## src/rtl/frame_gate_pkg.sv

```systemverilog
`default_nettype none
// ============================================================================
//  Module   : frame_gate_pkg
//  Purpose  : Shared types and constants for the frame gate controller.
//             - state_e      : control FSM states
//             - ERR_LINE_*   : bit positions inside err_status
//             - cnt_width()  : width of the geometry counters
//  Revision : 1.0  initial release
// ============================================================================
package frame_gate_pkg;

  typedef enum logic [1:0] {
    IDLE   = 2'd0,
    ARM    = 2'd1,
    ACTIVE = 2'd2
  } state_e;

  localparam int ERR_LINE_LEN = 0;
  localparam int ERR_LINE_CNT = 1;

  // One bit of headroom above the larger dimension so a too-long line or
  // frame is still distinguishable from the expected value before saturating.
  function automatic int cnt_width(input int hdisp, input int vdisp);
    int m;
    m = (hdisp > vdisp) ? hdisp : vdisp;
    return $clog2(m) + 1;
  endfunction

endpackage : frame_gate_pkg
`default_nettype wire

```

## src/rtl/frame_geom_checker.sv

```systemverilog
`default_nettype none
// ============================================================================
//  Module   : frame_geom_checker
//  Purpose  : Counts pixels per line and lines per frame while enabled and
//             reports geometry errors against IMG_HDISP x IMG_VDISP.
//  Ports    : clk, rst_n          clock, synchronous active-low reset
//             enable             count only while the frame is captured
//             clear              zero counters and sticky flags (frame entry)
//             href/clken/vsync   raw source stream qualifiers
//             err[1:0]           sticky flags merged with this cycle's checks;
//                                valid on the vsync falling-edge cycle
//  Revision : 1.0  initial release
// ============================================================================
module frame_geom_checker
  import frame_gate_pkg::*;
#(
  parameter int IMG_HDISP = 640,
  parameter int IMG_VDISP = 480
) (
  input  logic       clk,
  input  logic       rst_n,
  input  logic       enable,
  input  logic       clear,
  input  logic       href,
  input  logic       clken,
  input  logic       vsync,
  output logic [1:0] err
);

  localparam int              CNT_W   = cnt_width(IMG_HDISP, IMG_VDISP);
  localparam logic [CNT_W-1:0] C_HDISP = CNT_W'(IMG_HDISP);
  localparam logic [CNT_W-1:0] C_VDISP = CNT_W'(IMG_VDISP);

  logic             href_d_q, vs_d_q;
  logic [CNT_W-1:0] pix_cnt_q, pix_cnt_d;
  logic [CNT_W-1:0] line_cnt_q, line_cnt_d;
  logic [1:0]       flags_q, flags_d;

  logic             href_fall, vs_fall;
  logic             line_len_bad, line_cnt_bad;
  logic [CNT_W-1:0] line_cnt_inc;

  always_comb begin
    href_fall = ~href & href_d_q;
    vs_fall   = ~vsync & vs_d_q;

    // Line count including a line that ends this very cycle, so a line whose
    // href drops together with vsync is counted before the frame check.
    line_cnt_inc = line_cnt_q;
    if (href_fall && (line_cnt_q != '1)) line_cnt_inc = line_cnt_q + 1'b1;

    line_len_bad = href_fall & (pix_cnt_q != C_HDISP);
    line_cnt_bad = vs_fall & (line_cnt_inc != C_VDISP);

    pix_cnt_d  = pix_cnt_q;
    line_cnt_d = line_cnt_q;
    flags_d    = flags_q;

    if (clear) begin
      pix_cnt_d  = '0;
      line_cnt_d = '0;
      flags_d    = 2'b00;
    end else if (enable) begin
      if (href_fall) begin
        pix_cnt_d = '0;
      end else if (href && clken && (pix_cnt_q != '1)) begin
        pix_cnt_d = pix_cnt_q + 1'b1;
      end
      line_cnt_d             = line_cnt_inc;
      flags_d[ERR_LINE_LEN]  = flags_q[ERR_LINE_LEN] | line_len_bad;
      flags_d[ERR_LINE_CNT]  = flags_q[ERR_LINE_CNT] | line_cnt_bad;
    end

    err               = flags_q;
    err[ERR_LINE_LEN] = flags_q[ERR_LINE_LEN] | line_len_bad;
    err[ERR_LINE_CNT] = flags_q[ERR_LINE_CNT] | line_cnt_bad;
  end

  always_ff @(posedge clk) begin
    if (!rst_n) begin
      href_d_q   <= 1'b0;
      vs_d_q     <= 1'b0;
      pix_cnt_q  <= '0;
      line_cnt_q <= '0;
      flags_q    <= 2'b00;
    end else begin
      href_d_q   <= href;
      vs_d_q     <= vsync;
      pix_cnt_q  <= pix_cnt_d;
      line_cnt_q <= line_cnt_d;
      flags_q    <= flags_d;
    end
  end

endmodule : frame_geom_checker
`default_nettype wire

```

## src/rtl/frame_gate_ctrl.sv

```systemverilog
`default_nettype none
// ============================================================================
//  Module   : frame_gate_ctrl
//  Purpose  : Command-driven frame gate between a pixel source and the
//             processing pipeline. Passes only whole, selected frames with a
//             fixed one-cycle latency and checks their geometry.
//  Ports    : clk, rst_n                  clock, synchronous active-low reset
//             cmd_start / cmd_stop        one-cycle command pulses
//             cfg_single, cfg_skip[3:0]   capture mode and decimation
//             in_vsync/href/clken/data    source stream
//             out_vsync/href/clken/data   gated, registered stream
//             busy                        controller not idle
//             frame_done, frame_err       end-of-captured-frame pulses
//             err_status[1:0]             last captured frame's geometry
//             frame_cnt[15:0]             captured frames, wrapping
//  Revision : 1.0  initial release
// ============================================================================
module frame_gate_ctrl
  import frame_gate_pkg::*;
#(
  parameter int IMG_HDISP = 640,
  parameter int IMG_VDISP = 480,
  parameter int DATA_W    = 24
) (
  input  logic              clk,
  input  logic              rst_n,
  input  logic              cmd_start,
  input  logic              cmd_stop,
  input  logic              cfg_single,
  input  logic [3:0]        cfg_skip,
  input  logic              in_vsync,
  input  logic              in_href,
  input  logic              in_clken,
  input  logic [DATA_W-1:0] in_data,
  output logic              out_vsync,
  output logic              out_href,
  output logic              out_clken,
  output logic [DATA_W-1:0] out_data,
  output logic              busy,
  output logic              frame_done,
  output logic              frame_err,
  output logic [1:0]        err_status,
  output logic [15:0]       frame_cnt
);

  state_e            state_q, state_d;
  logic [3:0]        skip_q, skip_d;
  logic              single_q, single_d;
  logic              stop_pend_q, stop_pend_d;
  logic              vs_d_q;

  logic              out_vsync_q, out_href_q, out_clken_q;
  logic [DATA_W-1:0] out_data_q;
  logic              frame_done_q, frame_err_q;
  logic [1:0]        err_status_q;
  logic [15:0]       frame_cnt_q;

  logic              vs_rise, vs_fall;
  logic              pass, enter_active, frame_end;
  logic [1:0]        geom_err;

  always_comb begin
    vs_rise      = in_vsync & ~vs_d_q;
    vs_fall      = ~in_vsync & vs_d_q;

    state_d      = state_q;
    skip_d       = skip_q;
    single_d     = single_q;
    stop_pend_d  = stop_pend_q;
    enter_active = 1'b0;
    frame_end    = 1'b0;

    case (state_q)
      IDLE: begin
        // Stop wins over a simultaneous start.
        if (cmd_start && !cmd_stop) begin
          skip_d   = cfg_skip;
          single_d = cfg_single;
          state_d  = ARM;
        end
      end
      ARM: begin
        // Only a rising vsync starts a capture, so a frame already in
        // flight when the block was armed is never taken.
        if (cmd_stop) begin
          state_d = IDLE;
        end else if (vs_rise) begin
          if (skip_q == 4'd0) begin
            state_d      = ACTIVE;
            enter_active = 1'b1;
          end else begin
            skip_d = skip_q - 4'd1;
          end
        end
      end
      ACTIVE: begin
        if (cmd_stop) stop_pend_d = 1'b1;
        if (vs_fall) begin
          frame_end   = 1'b1;
          stop_pend_d = 1'b0;
          if (single_q || stop_pend_q || cmd_stop) begin
            state_d = IDLE;
          end else begin
            state_d = ARM;
            skip_d  = cfg_skip;
          end
        end
      end
      default: state_d = IDLE;
    endcase

    // Open the gate on the vsync-rise cycle itself so the captured frame's
    // vsync-high window reaches downstream complete.
    pass = (state_q == ACTIVE) | ((state_q == ARM) & vs_rise & (skip_q == 4'd0));
  end

  frame_geom_checker #(
    .IMG_HDISP (IMG_HDISP),
    .IMG_VDISP (IMG_VDISP)
  ) u_geom (
    .clk    (clk),
    .rst_n  (rst_n),
    .enable (state_q == ACTIVE),
    .clear  (enter_active),
    .href   (in_href),
    .clken  (in_clken),
    .vsync  (in_vsync),
    .err    (geom_err)
  );

  always_ff @(posedge clk) begin
    if (!rst_n) begin
      state_q      <= IDLE;
      skip_q       <= 4'd0;
      single_q     <= 1'b0;
      stop_pend_q  <= 1'b0;
      vs_d_q       <= 1'b0;
      out_vsync_q  <= 1'b0;
      out_href_q   <= 1'b0;
      out_clken_q  <= 1'b0;
      out_data_q   <= '0;
      frame_done_q <= 1'b0;
      frame_err_q  <= 1'b0;
      err_status_q <= 2'b00;
      frame_cnt_q  <= 16'd0;
    end else begin
      state_q      <= state_d;
      skip_q       <= skip_d;
      single_q     <= single_d;
      stop_pend_q  <= stop_pend_d;
      vs_d_q       <= in_vsync;
      out_vsync_q  <= pass & in_vsync;
      out_href_q   <= pass & in_href;
      out_clken_q  <= pass & in_clken;
      out_data_q   <= in_data;
      frame_done_q <= frame_end;
      frame_err_q  <= frame_end & (geom_err != 2'b00);
      if (frame_end) begin
        err_status_q <= geom_err;
        frame_cnt_q  <= frame_cnt_q + 16'd1;
      end
    end
  end

  assign out_vsync  = out_vsync_q;
  assign out_href   = out_href_q;
  assign out_clken  = out_clken_q;
  assign out_data   = out_data_q;
  assign busy       = (state_q != IDLE);
  assign frame_done = frame_done_q;
  assign frame_err  = frame_err_q;
  assign err_status = err_status_q;
  assign frame_cnt  = frame_cnt_q;

endmodule : frame_gate_ctrl
`default_nettype wire

```

## config.mk

```make
export PLATFORM = sky130hd
export DESIGN_NAME = frame_gate_ctrl
export DESIGN_NICKNAME = d
export VERILOG_FILES = /design/src/rtl/frame_gate_pkg.sv /design/src/rtl/frame_geom_checker.sv /design/src/rtl/frame_gate_ctrl.sv
export SDC_FILE = /design/constraint.sdc
export NUM_CORES = 1
export LEC_CHECK = 0
export ABC_CLOCK_PERIOD_IN_PS = 5100
export CAP_MARGIN = 20
export CELL_PAD_IN_SITES_DETAIL_PLACEMENT = 0
export CELL_PAD_IN_SITES_GLOBAL_PLACEMENT = 1
export CORE_MARGIN = 2
export CORE_UTILIZATION = 39
export CTS_CLUSTER_SIZE = 20
export DETAILED_ROUTE_END_ITERATION = 10
export PLACE_DENSITY = 0.93
export SETUP_SLACK_MARGIN = 0.5
export SLEW_MARGIN = 20
export SYNTH_ARGS = -nofsm -noshare
export SYNTH_HDL_FRONTEND = slang
export SYNTH_SLANG_ARGS = --single-unit
```

## constraint.sdc

```tcl
create_clock -name clk -period 5.1 [get_ports clk]
set_input_delay 1.02 -clock clk [delete_from_list [all_inputs] [get_ports clk]]
set_output_delay 1.02 -clock clk [all_outputs]
set_load 0.01 [all_outputs]
```

==> flow_metrics.env <==
export IMPL_wl_mm=7.43
export IMPL_htree_levels=3
export IMPL_wire_per_inst_um=13.1
export IMPL_layout_common_cells="clkdlybuf4s50_1 (83), dfxtp_1 (81), nor2_1 (51)"
export IMPL_grt_first_pass_wirelength_mm=12.6
export IMPL_slew_violations=0
export IMPL_synth_warnings=0
export IMPL_drt_pass1_iterations=4
export IMPL_diodes=0
export IMPL_synth_area_mm2=0.00342
export IMPL_synthCells=377
export IMPL_dieArea_mm2=0.00955
export IMPL_startpoint_type="input pin"
export IMPL_worstPathCellList="clkdlybuf4s50_1 -> clkinv_1 -> nor2_1 -> and2_1"
export IMPL_grt_use_total=0.161
export IMPL_postSynthNetCount=418
export IMPL_cts_tree="yes"
export IMPL_detail_route_iter0_violations=63
export IMPL_worstMarginPinSlew_ns=0.961
export IMPL_ios=84
export IMPL_max_vdd_ir_drop_mv=0.198
export IMPL_via_per_inst=5.10
export IMPL_maxCapViolCount=0
export IMPL_drc_errors=0
export IMPL_clock_latency_ns=0.34
export IMPL_syn_area_per_cell_um2=9.08
export IMPL_setup_viol=0
export IMPL_whs_ns=0.482
export IMPL_hold_path_class="flip-flop to flip-flop"
export IMPL_core_area_mm2=0.00864
export IMPL_gp_congestion=0.840
export IMPL_yosysSeqAreaShare=0.474
export IMPL_max_clock_path_buffers=2
export IMPL_path_buf_inv=2
export IMPL_ys_types=53
export IMPL_synth_ff_type="dfxtp_1"
export IMPL_cp_required_ns=5.38
export IMPL_fmax_mhz=319
export IMPL_crit_type="input pin to flip-flop"
export IMPL_rows=34
export IMPL_finish_net_count=495
export IMPL_relSlewSlack=0.349
export IMPL_synth_edff_count=0
export IMPL_portBuffers=83
export IMPL_layout_commonest_cell="clkdlybuf4s50_1"
export IMPL_cts_sinks=81
export IMPL_worstSetupEndpointType="flip-flop"
export IMPL_die_y_um=97.7
export IMPL_finalCritPeriodShare=0.614
export IMPL_ant_nets=0
export IMPL_worstPathMaxFanout=32
export IMPL_rsz0062_at_grt="false"
export IMPL_final_hold_viol_count=0
export IMPL_powerDensity_mw_per_mm2=263
export IMPL_initial_core_util=0.397
export IMPL_clkTransAtPathRegs_ns=0.08
export IMPL_critPathSlowestCell="clkdlybuf4s50_1"
export IMPL_yosys_register_bits=81
export IMPL_cts_root_buffer="clkbuf_8"
export IMPL_crit_arrival_ns=3.42
export IMPL_synth_async_reset_ratio=0
export IMPL_fill_cells=807
export IMPL_cts_resized=0
export IMPL_grt_pass1_vias=2822
export IMPL_slowest_delay_ns=1.02
export IMPL_grt_max_degree=33
export IMPL_cts_hold_fix_buffers=0
export IMPL_fin_crit_ns=3.13
export IMPL_cts_setup_buffers=0
export IMPL_regArea_mm2=0.00162
export IMPL_numCtsBuffers=9
export IMPL_multi_input_comb_area_mm2=0.00170
export IMPL_die_w_um=97.7
export IMPL_cpLargestDelayFamily="buffers and inverters"
export IMPL_dr_total_vias=2883
export IMPL_area_growth_pct=30.8
export IMPL_gr_total_overflow=0
export IMPL_leakage_nw=1.53
export IMPL_layout_drive_gt1_share=0.0438
export IMPL_setup_tns_ns=0
export IMPL_status="complete, no violations"
export IMPL_dp_final_hpwl_mm=5.42
export IMPL_antenna_found_initial=0
export IMPL_skew_ns=0.0125
[where the power goes]
group          switching (mW)  internal [mW]
Combinational          0.0515         0.0679
Sequential            0.00886          0.649
Clock                   0.214          0.186
Total                   0.274          0.903
[kinds of logic after synthesis]
| family | synth area share |
|---|---|
| AO/OA/AOI/OAI | 0.102 |
| XOR/XNOR | 0.0742 |
| adder cells (fa/ha/maj) | 0.0183 |
| buffers and inverters | 0.0314 |
| flip-flops | 0.474 |
| multiplexers | 0.0150 |
| AND/OR/NAND/NOR | 0.286 |
[cell usage after synthesis (2+ instances only)]
cell type   n  area (um^2)
and3_1      3         18.8
nand3_1    13         65.1
nor2b_1     5         31.3
or2_2       3         18.8
nand2_1    18         67.6
nand4_1     7         43.8
nor4_1      5         31.3
nor4b_1     3         26.3
nor2_1     51          191
nor3_1     13         65.1
a211oi_1    6         45.0
and4_1      3         26.3
or3_1       6         37.5
nor3b_1     5         37.5
xnor2_1    22          193
o21ai_0     9         45.0
a31oi_1     2         12.5
nand2b_1    6         37.5
and2_1     32          200
inv_1       8         30.0
buf_1       2         7.51
buf_2       8         40.0
a21oi_1    17         85.1
dfxtp_1    81         1620
clkbuf_1    7         26.3
mux2i_1     4         40.0
nor4bb_1    2         20.0
xor2_1      7         61.3
ha_1        5         62.6
[path summary, 6_finish.rpt]
check                    startpoint                   end  slack (ns)  cells after the start
setup / recovery              rst_n              out_href        1.97                      4
hold / removal    u_geom.flags_q[0]     u_geom.flags_q[0]        0.48                      2
setup reg to reg         state_q[1]  u_geom.line_cnt_q[7]        2.90                      5
hold reg to reg   u_geom.flags_q[0]     u_geom.flags_q[0]        0.48                      2
[state kept, by name, indices dropped and copies added (netlist names)]
signal,count
err_status,2
frame_cnt,16
frame_err,1
stop_pend_q,1
out_data,24
out_clken,1
u_geom.href_d_q,1
u_geom.line_cnt_q,11
state_q,2
u_geom.pix_cnt_q,11
skip_q,4
frame_done,1
out_vsync,1
u_geom.flags_q,2
single_q,1
out_href,1
u_geom.vs_d_q,1
[cell type report]
| cell class | count | area share |
|---|---|---|
| Multi-Input combinational cell | 270 | 0.379 |
| Sequential cell | 81 | 0.362 |
| Timing Repair Buffer | 83 | 0.186 |
| Clock buffer | 12 | 0.0324 |
| Tap cell | 108 | 0.0302 |
| Inverter | 9 | 0.00754 |
| Clock inverter | 2 | 0.00363 |
[metal layers]
layer / global-route usage / wire [um]
met5: 0 / 0
met1: 0.191 / 3250
met3: 0.0741 / 673
met4: 0.0588 / 107
met2: 0.257 / 3400
[per-stage QoR]
step	worst slack, ns	cell area, um^2	total power, mW	instances	utilization
finish	1.97	4480	1.18	565	0.519
global route	1.67	4480	1.24	565	0.519
CTS	1.95	4480	1.20	565	0.519
detailed placement	1.58	4320	0.793	551	0.500
global placement	1.67	4320	0.790	551	0.500
floorplan	2.90	3420	0.729	377	-
[worst register-to-register path, cell delays in order (launching register included)]
cell and delay (ns):
dfxtp_1 0.48, nor2b_1 0.63, o311ai_1 0.47, nor3_1 0.31
xnor2_1 0.15, nor2_1 0.05
Note: power is estimated with default switching activity, not from simulation.
